$ cat config.mk
export PLATFORM = sky130hd
export DESIGN_NAME = shift_add_multiplier
export DESIGN_NICKNAME = d
export VERILOG_FILES = /design/src/rtl/shift_add_multiplier.sv
export SDC_FILE = /design/constraint.sdc
export NUM_CORES = 1
export LEC_CHECK = 0
export CORE_ASPECT_RATIO = 1.2
export CORE_UTILIZATION = 51
export DETAILED_ROUTE_END_ITERATION = 6
export HOLD_SLACK_MARGIN = 0.1
export PLACE_DENSITY = 0.78
export SLEW_MARGIN = 15
export SYNTH_ARGS = -nofsm -noshare
export SYNTH_HDL_FRONTEND = slang
export SYNTH_SLANG_ARGS = --single-unit
$ cat constraint.sdc
create_clock -name clk -period 2.6 [get_ports clk]
set_input_delay 0.52 -clock clk [delete_from_list [all_inputs] [get_ports clk]]
set_output_delay 0.52 -clock clk [all_outputs]
set_load 0.05 [all_outputs]
$ cat src/rtl/shift_add_multiplier.sv
// Sequential unsigned WIDTH x WIDTH shift-and-add multiplier with valid/ready handshakes.
// The accumulate adder is a chain of 4-bit carry-lookahead cells with the carry rippled between cells.

module cla_adder4 (
  input  logic [3:0] a,
  input  logic [3:0] b,
  input  logic       c_in,
  output logic [3:0] sum,
  output logic       c_out
);

  logic [3:0] g_s;
  logic [3:0] p_s;
  logic [4:0] c_s;

  // Lookahead carries expanded from generate/propagate terms
  always_comb begin
    g_s    = a & b;
    p_s    = a ^ b;
    c_s[0] = c_in;
    c_s[1] = g_s[0] | (p_s[0] & c_in);
    c_s[2] = g_s[1] | (p_s[1] & g_s[0]) | (p_s[1] & p_s[0] & c_in);
    c_s[3] = g_s[2] | (p_s[2] & g_s[1]) | (p_s[2] & p_s[1] & g_s[0])
           | (p_s[2] & p_s[1] & p_s[0] & c_in);
    c_s[4] = g_s[3] | (p_s[3] & g_s[2]) | (p_s[3] & p_s[2] & g_s[1])
           | (p_s[3] & p_s[2] & p_s[1] & g_s[0])
           | (p_s[3] & p_s[2] & p_s[1] & p_s[0] & c_in);
    sum    = p_s ^ c_s[3:0];
    c_out  = c_s[4];
  end

endmodule

module shift_add_multiplier #(
  parameter int WIDTH = 8
) (
  input  logic               clk,
  input  logic               rst_n,
  input  logic               in_valid,
  output logic               in_ready,
  input  logic [WIDTH-1:0]   in_a,
  input  logic [WIDTH-1:0]   in_b,
  output logic               out_valid,
  input  logic               out_ready,
  output logic [2*WIDTH-1:0] product,
  output logic               busy
);

  localparam int CW     = $clog2(WIDTH + 1);
  localparam int SLICES = WIDTH / 4;
  localparam logic [CW-1:0] LAST_STEP = CW'(WIDTH - 1);

  localparam logic [1:0] IDLE = 2'd0;
  localparam logic [1:0] BUSY = 2'd1;
  localparam logic [1:0] DONE = 2'd2;

  logic [1:0]       state_r;
  logic [CW-1:0]    count_r;
  logic [WIDTH-1:0] mcand_r;
  logic [WIDTH-1:0] acc_hi_r;
  logic [WIDTH-1:0] acc_lo_r;
  logic [WIDTH-1:0] addend_s;
  logic [WIDTH-1:0] sum_s;
  logic [WIDTH-1:0] next_hi_s;
  logic [WIDTH-1:0] next_lo_s;
  logic             carry_s;

  // Per-slice carry nets keep the ripple chain free of a self-referencing vector
  for (genvar i = 0; i < SLICES; i++) begin : g_slice
    logic c_in_s;
    logic c_out_s;
    if (i == 0) begin : g_lsb
      assign c_in_s = 1'b0;
    end else begin : g_chain
      assign c_in_s = g_slice[i-1].c_out_s;
    end
    cla_adder4 u_cla (
      .a     (acc_hi_r[4*i +: 4]),
      .b     (addend_s[4*i +: 4]),
      .c_in  (c_in_s),
      .sum   (sum_s[4*i +: 4]),
      .c_out (c_out_s)
    );
  end

  assign carry_s = g_slice[SLICES-1].c_out_s;

  // One shift-add step: the adder carry lands in the top bit of the shifted accumulator
  always_comb begin
    if (acc_lo_r[0]) begin
      addend_s = mcand_r;
    end else begin
      addend_s = {WIDTH{1'b0}};
    end
    next_hi_s = {carry_s, sum_s[WIDTH-1:1]};
    next_lo_s = {sum_s[0], acc_lo_r[WIDTH-1:1]};
  end

  assign in_ready  = (state_r == IDLE);
  assign busy      = (state_r == BUSY);
  assign out_valid = (state_r == DONE);

  // Handshake FSM and datapath registers
  always_ff @(posedge clk or negedge rst_n) begin
    if (!rst_n) begin
      state_r  <= IDLE;
      count_r  <= {CW{1'b0}};
      mcand_r  <= {WIDTH{1'b0}};
      acc_hi_r <= {WIDTH{1'b0}};
      acc_lo_r <= {WIDTH{1'b0}};
      product  <= {(2*WIDTH){1'b0}};
    end else begin
      case (state_r)
        IDLE: begin
          if (in_valid) begin
            mcand_r  <= in_a;
            acc_lo_r <= in_b;
            acc_hi_r <= {WIDTH{1'b0}};
            count_r  <= {CW{1'b0}};
            state_r  <= BUSY;
          end
        end
        BUSY: begin
          acc_hi_r <= next_hi_s;
          acc_lo_r <= next_lo_s;
          count_r  <= count_r + CW'(1);
          if (count_r == LAST_STEP) begin
            product <= {next_hi_s, next_lo_s};
            state_r <= DONE;
          end
        end
        DONE: begin
          if (out_ready) begin
            state_r <= IDLE;
          end
        end
        default: begin
          state_r <= IDLE;
        end
      endcase
    end
  end

endmodule

# After elaboration in Yosys (flattened, before gate mapping)

Index checks and enable logic that the tools add are counted.

Register bits: 46
Bits of input ports: 20
Output and inout bits: 19
Word-level logic and storage cells: 77

Add/subtract/negate cells: 1
Equality and inequality tests: 6
Muxes and demuxes: 11
Bitwise gates (word level): 47
Reductions and logical operators: 6

Operators by type and width:

| kind                  | number |
|---|---|
| $pmux W8 S2           | 2 |
| $and A1 B1 Y1         | 25 |
| $mux W8               | 3 |
| $or A1 B1 Y1          | 16 |
| $xor A4 B4 Y4         | 4 |
| $and A4 B4 Y4         | 2 |
| $pmux W4 S2           | 1 |
| $mux W2               | 3 |
| $pmux W2 S3           | 1 |
| $reduce_and A2 Y1     | 3 |
| $add A4 B1 Y4 const B | 1 |
| $eq A4 B3 Y1 const B  | 1 |
| $mux W4               | 1 |
| $ne A2 B1 Y1 const B  | 2 |
| $reduce_and A3 Y1     | 1 |
| $eq A2 B1 Y1 const B  | 1 |
| $eq A2 B2 Y1 const B  | 1 |
| $logic_not A2 Y1      | 1 |
| $ne A2 B2 Y1 const B  | 1 |
| $reduce_bool A2 Y1    | 1 |

# Logic depth before layout (Yosys ltp)

Depth in word-level cells: 10
Mapped depth: 7
Mapped depth without buffers: 7

# Cells and area by module

Synthesis repeated with hierarchy kept, for this count alone.

Cells, all modules: 198
Area, all modules: 2,242.2 um^2

By module, submodules not included:

| module               | instances | cells each | area each (um^2) | sequential area each (um^2) |
|---|---|---|---|---|
| shift_add_multiplier | 1         | 164        | 1,946.9          | 1,151.1 |
| cla_adder4           | 2         | 17         | 147.6            | 0.0 |

# Worst setup path after synthesis

Ideal clock, no wire load.

Path type: register -> register
From: register acc_lo_r[0]
To: register acc_hi_r[3]
Data arrival time: 1,839 ps
Required time: 2,523 ps
Slack: 684 ps
Cell stages (with the launch flop): 7
Clock period less this slack: 1,916 ps
Cells stage by stage: dfrtp_1 -> and2_1 -> ha_1 -> a41o_1 -> a21oi_2 -> fa_1 -> o21ai_1

Word-level cells in the longest chain between the ends: 8
Elaborated cells on any way between the ends: 14
Classes of those cells: 2 x mux; 12 x bitwise

Ends and longest elaborated chain:

| element                                               | line   | source |
|---|---|---|
| start, declared                                       | 61     | `logic [WIDTH-1:0] acc_lo_r;` |
| start signal, assigned                                | 110    | `acc_lo_r <= {WIDTH{1'b0}};` |
| start signal, assigned                                | 117    | `acc_lo_r <= in_b;` |
| start signal, assigned                                | 125    | `acc_lo_r <= next_lo_s;` |
| $mux W8 *                                             | 90     | `if (acc_lo_r[0]) begin` |
| $xor A4 B4 Y4 / $and A4 B4 Y4 (equally long branches) | 19, 18 |  |
| $and A1 B1 Y1, on equally long branches               | 25, 26 |  |
| $or A1 B1 Y1 (tied with other cells)                  | 25     | `c_s[4] = g_s[3] \| (p_s[3] & g_s[2]) \| (p_s[3] & p_s[2] & g_s[1])` |
| $or A1 B1 Y1 / $and A1 B1 Y1 (equally long branches)  | 25, 26 |  |
| $or A1 B1 Y1                                          | 26     | `\| (p_s[3] & p_s[2] & p_s[1] & g_s[0])` |
| $xor A4 B4 Y4 *                                       | 28     | `sum = p_s ^ c_s[3:0];` |
| $pmux W8 S2 *                                         | 113    | `case (state_r)` |
| end signal, assigned                                  | 109    | `acc_hi_r <= {WIDTH{1'b0}};` |
| end signal, assigned                                  | 118    | `acc_hi_r <= {WIDTH{1'b0}};` |
| end signal, assigned                                  | 124    | `acc_hi_r <= next_hi_s;` |
| end, declared                                         | 60     | `logic [WIDTH-1:0] acc_hi_r;` |

Every way passes the cells marked *; elsewhere a longest branch is shown, timed or not.
A chain may end at the register's enable or synchronous reset.

# Final worst setup path

From: register state_r[0]
To: output port out_valid

Word-level cells in the longest chain between the ends: 1

Ends and longest elaborated chain:

| element                | line | source |
|---|---|---|
| start, declared        | 57   | `logic [1:0] state_r;` |
| start signal, assigned | 106  | `state_r <= IDLE;` |
| start signal, assigned | 120  | `state_r <= BUSY;` |
| start signal, assigned | 129  | `state_r <= DONE;` |
| $eq A2 B2 Y1           | 101  | `assign out_valid = (state_r == DONE);` |
| end, declared          | 43   | `output logic out_valid,` |

No other way between the ends.

==> flow_summary.ini <==
[worst_setup_path]
crit_type = flop to output pin
crit_slowest_cell = clkdlybuf4s50_1
cp-end-kind = output pin
crit_fanout = 4
cp_top_family = buffers and inverters
required_ps = 2080
worstPathCellList = nand2b_1 -> inv_1 -> clkdlybuf4s50_1
arrival_ps = 1720
critPathMaxStageDelay_ps = 800
cp-start-kind = flop
reg2reg_depth = 6
cp.buffers_inverters = 2
crit_cells = 3

[layout]
drive_gt1_share_pct = 7.83
fillers = 338
syn_to_final_growth_pct = 25.9
seqCellArea_um2 = 1150
multi_input_area_um2 = 890
antenna_cells = 0
nets = 261
fin_cells = 284

[timing]
clock.fmax_ghz = 0.445
drv_slew = 0
final.setup.tns_ps = 0
hold-worst-slack_ps = 158
period_needed_ps = 2240
timing_worst_slew_pin_value_ps = 496
fin_ws_ps = 355
setup_violations = 0
hold_viol = 0
skew_ps = 7.67
period_share_pct = 86.3
rsz0062_at_grt = false
maxSlewHeadroom_pct = 66.8

[die]
start_util_pct = 53.5
die_w_um = 60.7
die-area_um2 = 4400
row_count = 25
coreArea_um2 = 3940
io_pins = 39
die_y_um = 72.5

[route]
ant_nets = 0
drtIter0Drc = 42
vias = 1484
viasPerCell = 5.23
wire_per_inst_um = 13.1
dr.pass1.iters = 4
drc = 0
postRouteWirelength_mm = 3.71

[clocking]
post-cts-setup-buffer-count = 0
clk_pin_slew_ps = 80
numCtsBuffers = 5
cts-hold-fix-buffers = 0
cts.sinks = 46
cts_root_buf = clkbuf_8
clk_latency_ps = 290
cts.repair.resized = 0
ctsLongestPathBuffers = 2
cts_tree = built
cts-htree-levels = 2

[grt]
antenna_found_initial = 0
gr-usage-all-layers_pct = 20.2
grt_pass1_wl_mm = 6.60
overflow = 0
grt_pass1_vias = 1472
grt_max_degree = 30

[power_and_ir_drop]
pwr_density_cell_nw_per_um2 = 1470
p_leak_nw = 1.20
ir_drop_v = 0.000715

[placed_design]
portBuffers = 38
dp_cells = 277
routabilityCongestion = 0.811
pre_cts_ws_ps = 529
detailed_place_hpwl_mm = 2.76

[synthesis]
synth_nets = 220
mappedNetlistArea_um2 = 2110
synth.distinct_cells = 29
yosys_warnings = 0
synthCells = 189
syn_avg_cell_area_um2 = 11.2
ys_seq_area_share_pct = 54.6
ys_ff_latch = 46

[status]
outcome = finished, final reports clean

[run]
cap_violations = 0

[min_path]
min_path_type = input port to asynchronous set/reset pin
per-layer routing:
metal	vias up	global-route usage, %	wire [um]
met1	704	25.9	1730
met2	38	32.8	1790
li1	738	-	-
met3	4	4.28	127
met4	0	8.33	61
met5	-	0	0
through the flow:
| stage | utilization, % | instance area, um^2 | power, mW |
|---|---|---|---|
| 2_1_floorplan | - | 2110 | 2.82 |
| 5_1_grt | 67.4 | 2660 | 4.23 |
| 4_1_cts | 67.4 | 2660 | 3.95 |
| 3_3_place_gp | 64.5 | 2540 | 3.35 |
| 3_5_place_dp | 64.5 | 2540 | 3.42 |
| 6_report | 67.4 | 2660 | 3.91 |
power by group:
part           internal (mW)  switching (mW)
Sequential              1.07           0.215
Combinational          0.835            1.26
Clock                  0.307           0.221
Total                   2.22            1.70
registers in the layout, summed over array words and instances, names as in the netlist:
register and cells:
acc_hi_r 8, acc_lo_r 8, count_r 4, mcand_r 8, product 16, state_r 2
synthesized netlist by cell type:
cell type  instances  share of area [%]
a21o_1             3                1.1
a21oi_1            2               0.47
a21oi_2            1               0.42
a31oi_1            1               0.30
a41o_1             1               0.47
and2_1             8                2.4
buf_2              4               0.95
buf_4              2               0.71
buf_6              1               0.53
clkbuf_1           1               0.18
dfrtp_1           46                 55
fa_1               2                1.9
ha_1               9                5.3
inv_1              4               0.71
inv_2              1               0.18
mux2_1            17                9.1
nand2_1           16                2.8
nand2_2            1               0.30
nand2b_1           2               0.59
nand3_1           11                2.6
nand4_1            1               0.30
nor2_1            18                3.2
o21ai_1           21                5.0
o21ba_2            1               0.47
o22ai_1            8                2.4
o31ai_2            1               0.59
or3b_1             1               0.42
xnor2_1            3                1.2
xor2_1             2               0.83
worst paths after layout:
path	from	endpoint	slack (ps)
worst max-delay path	state_r[0]$_DFFE_PN0P_	out_valid	360
worst min-delay path	rst_n	mcand_r[0]$_DFFE_PN0P_	160
worst max register to register	acc_lo_r[0]$_DFFE_PN0P_	product[11]$_DFFE_PN0P_	510
worst min register to register	mcand_r[6]$_DFFE_PN0P_	mcand_r[6]$_DFFE_PN0P_	490
max in group asynchronous	rst_n	acc_hi_r[5]$_DFFE_PN0P_	1750
min in group clk	mcand_r[6]$_DFFE_PN0P_	mcand_r[6]$_DFFE_PN0P_	490
worst register-to-register path, cell delays in order, from the launching register on:
cell and delay (ps):
dfrtp_1 460, and2_1 170, ha_1 330, a21o_1 220
a21oi_2 220, fa_1 470, o21ai_1 140
cell families (layout without fill, tap and decap cells):
logic type / Yosys count / in the layout / share of synthesized area [%]
AO/OA/AOI/OAI: 39 / 39 / 11.2
adder cells (fa/ha/maj): 11 / 11 / 7.24
flip-flops: 46 / 46 / 54.6
multiplexers: 17 / 17 / 9.07
buffers and inverters: 13 / 54 / 3.26
XOR/XNOR: 5 / 5 / 2.08
AND/OR/NAND/NOR: 58 / 58 / 12.6
layout make-up:
class	count	area share (%)
Sequential cell	46	43.4
Multi-Input combinational cell	130	33.5
Timing Repair Buffer	42	15.6
Clock buffer	6	3.11
Tap cell	54	2.54
Clock inverter	1	1.13
Inverter	5	0.707
placed cells by master (no fill, tap or decap):
cell             instances
dfrtp_1                 46
clkdlybuf4s50_1         36
o21ai_1                 21
nor2_1                  18
mux2_1                  17
nand2_1                 16
nand3_1                 11
ha_1                     9
and2_1                   8
o22ai_1                  8
clkbuf_8                 6
inv_1                    4
buf_4                    4
a21o_1                   3
xnor2_1                  3
nand2b_1                 2
a21oi_1                  2
xor2_1                   2
fa_1                     2
inv_2                    1
a41o_1                   1
a21oi_2                  1
nand2_2                  1
or3b_1                   1
a31oi_1                  1
o21ba_2                  1
o31ai_2                  1
nand4_1                  1
bufinv_16                1
buf_2                    1
buf_12                   1
Note: power is estimated with default switching activity, not from simulation.
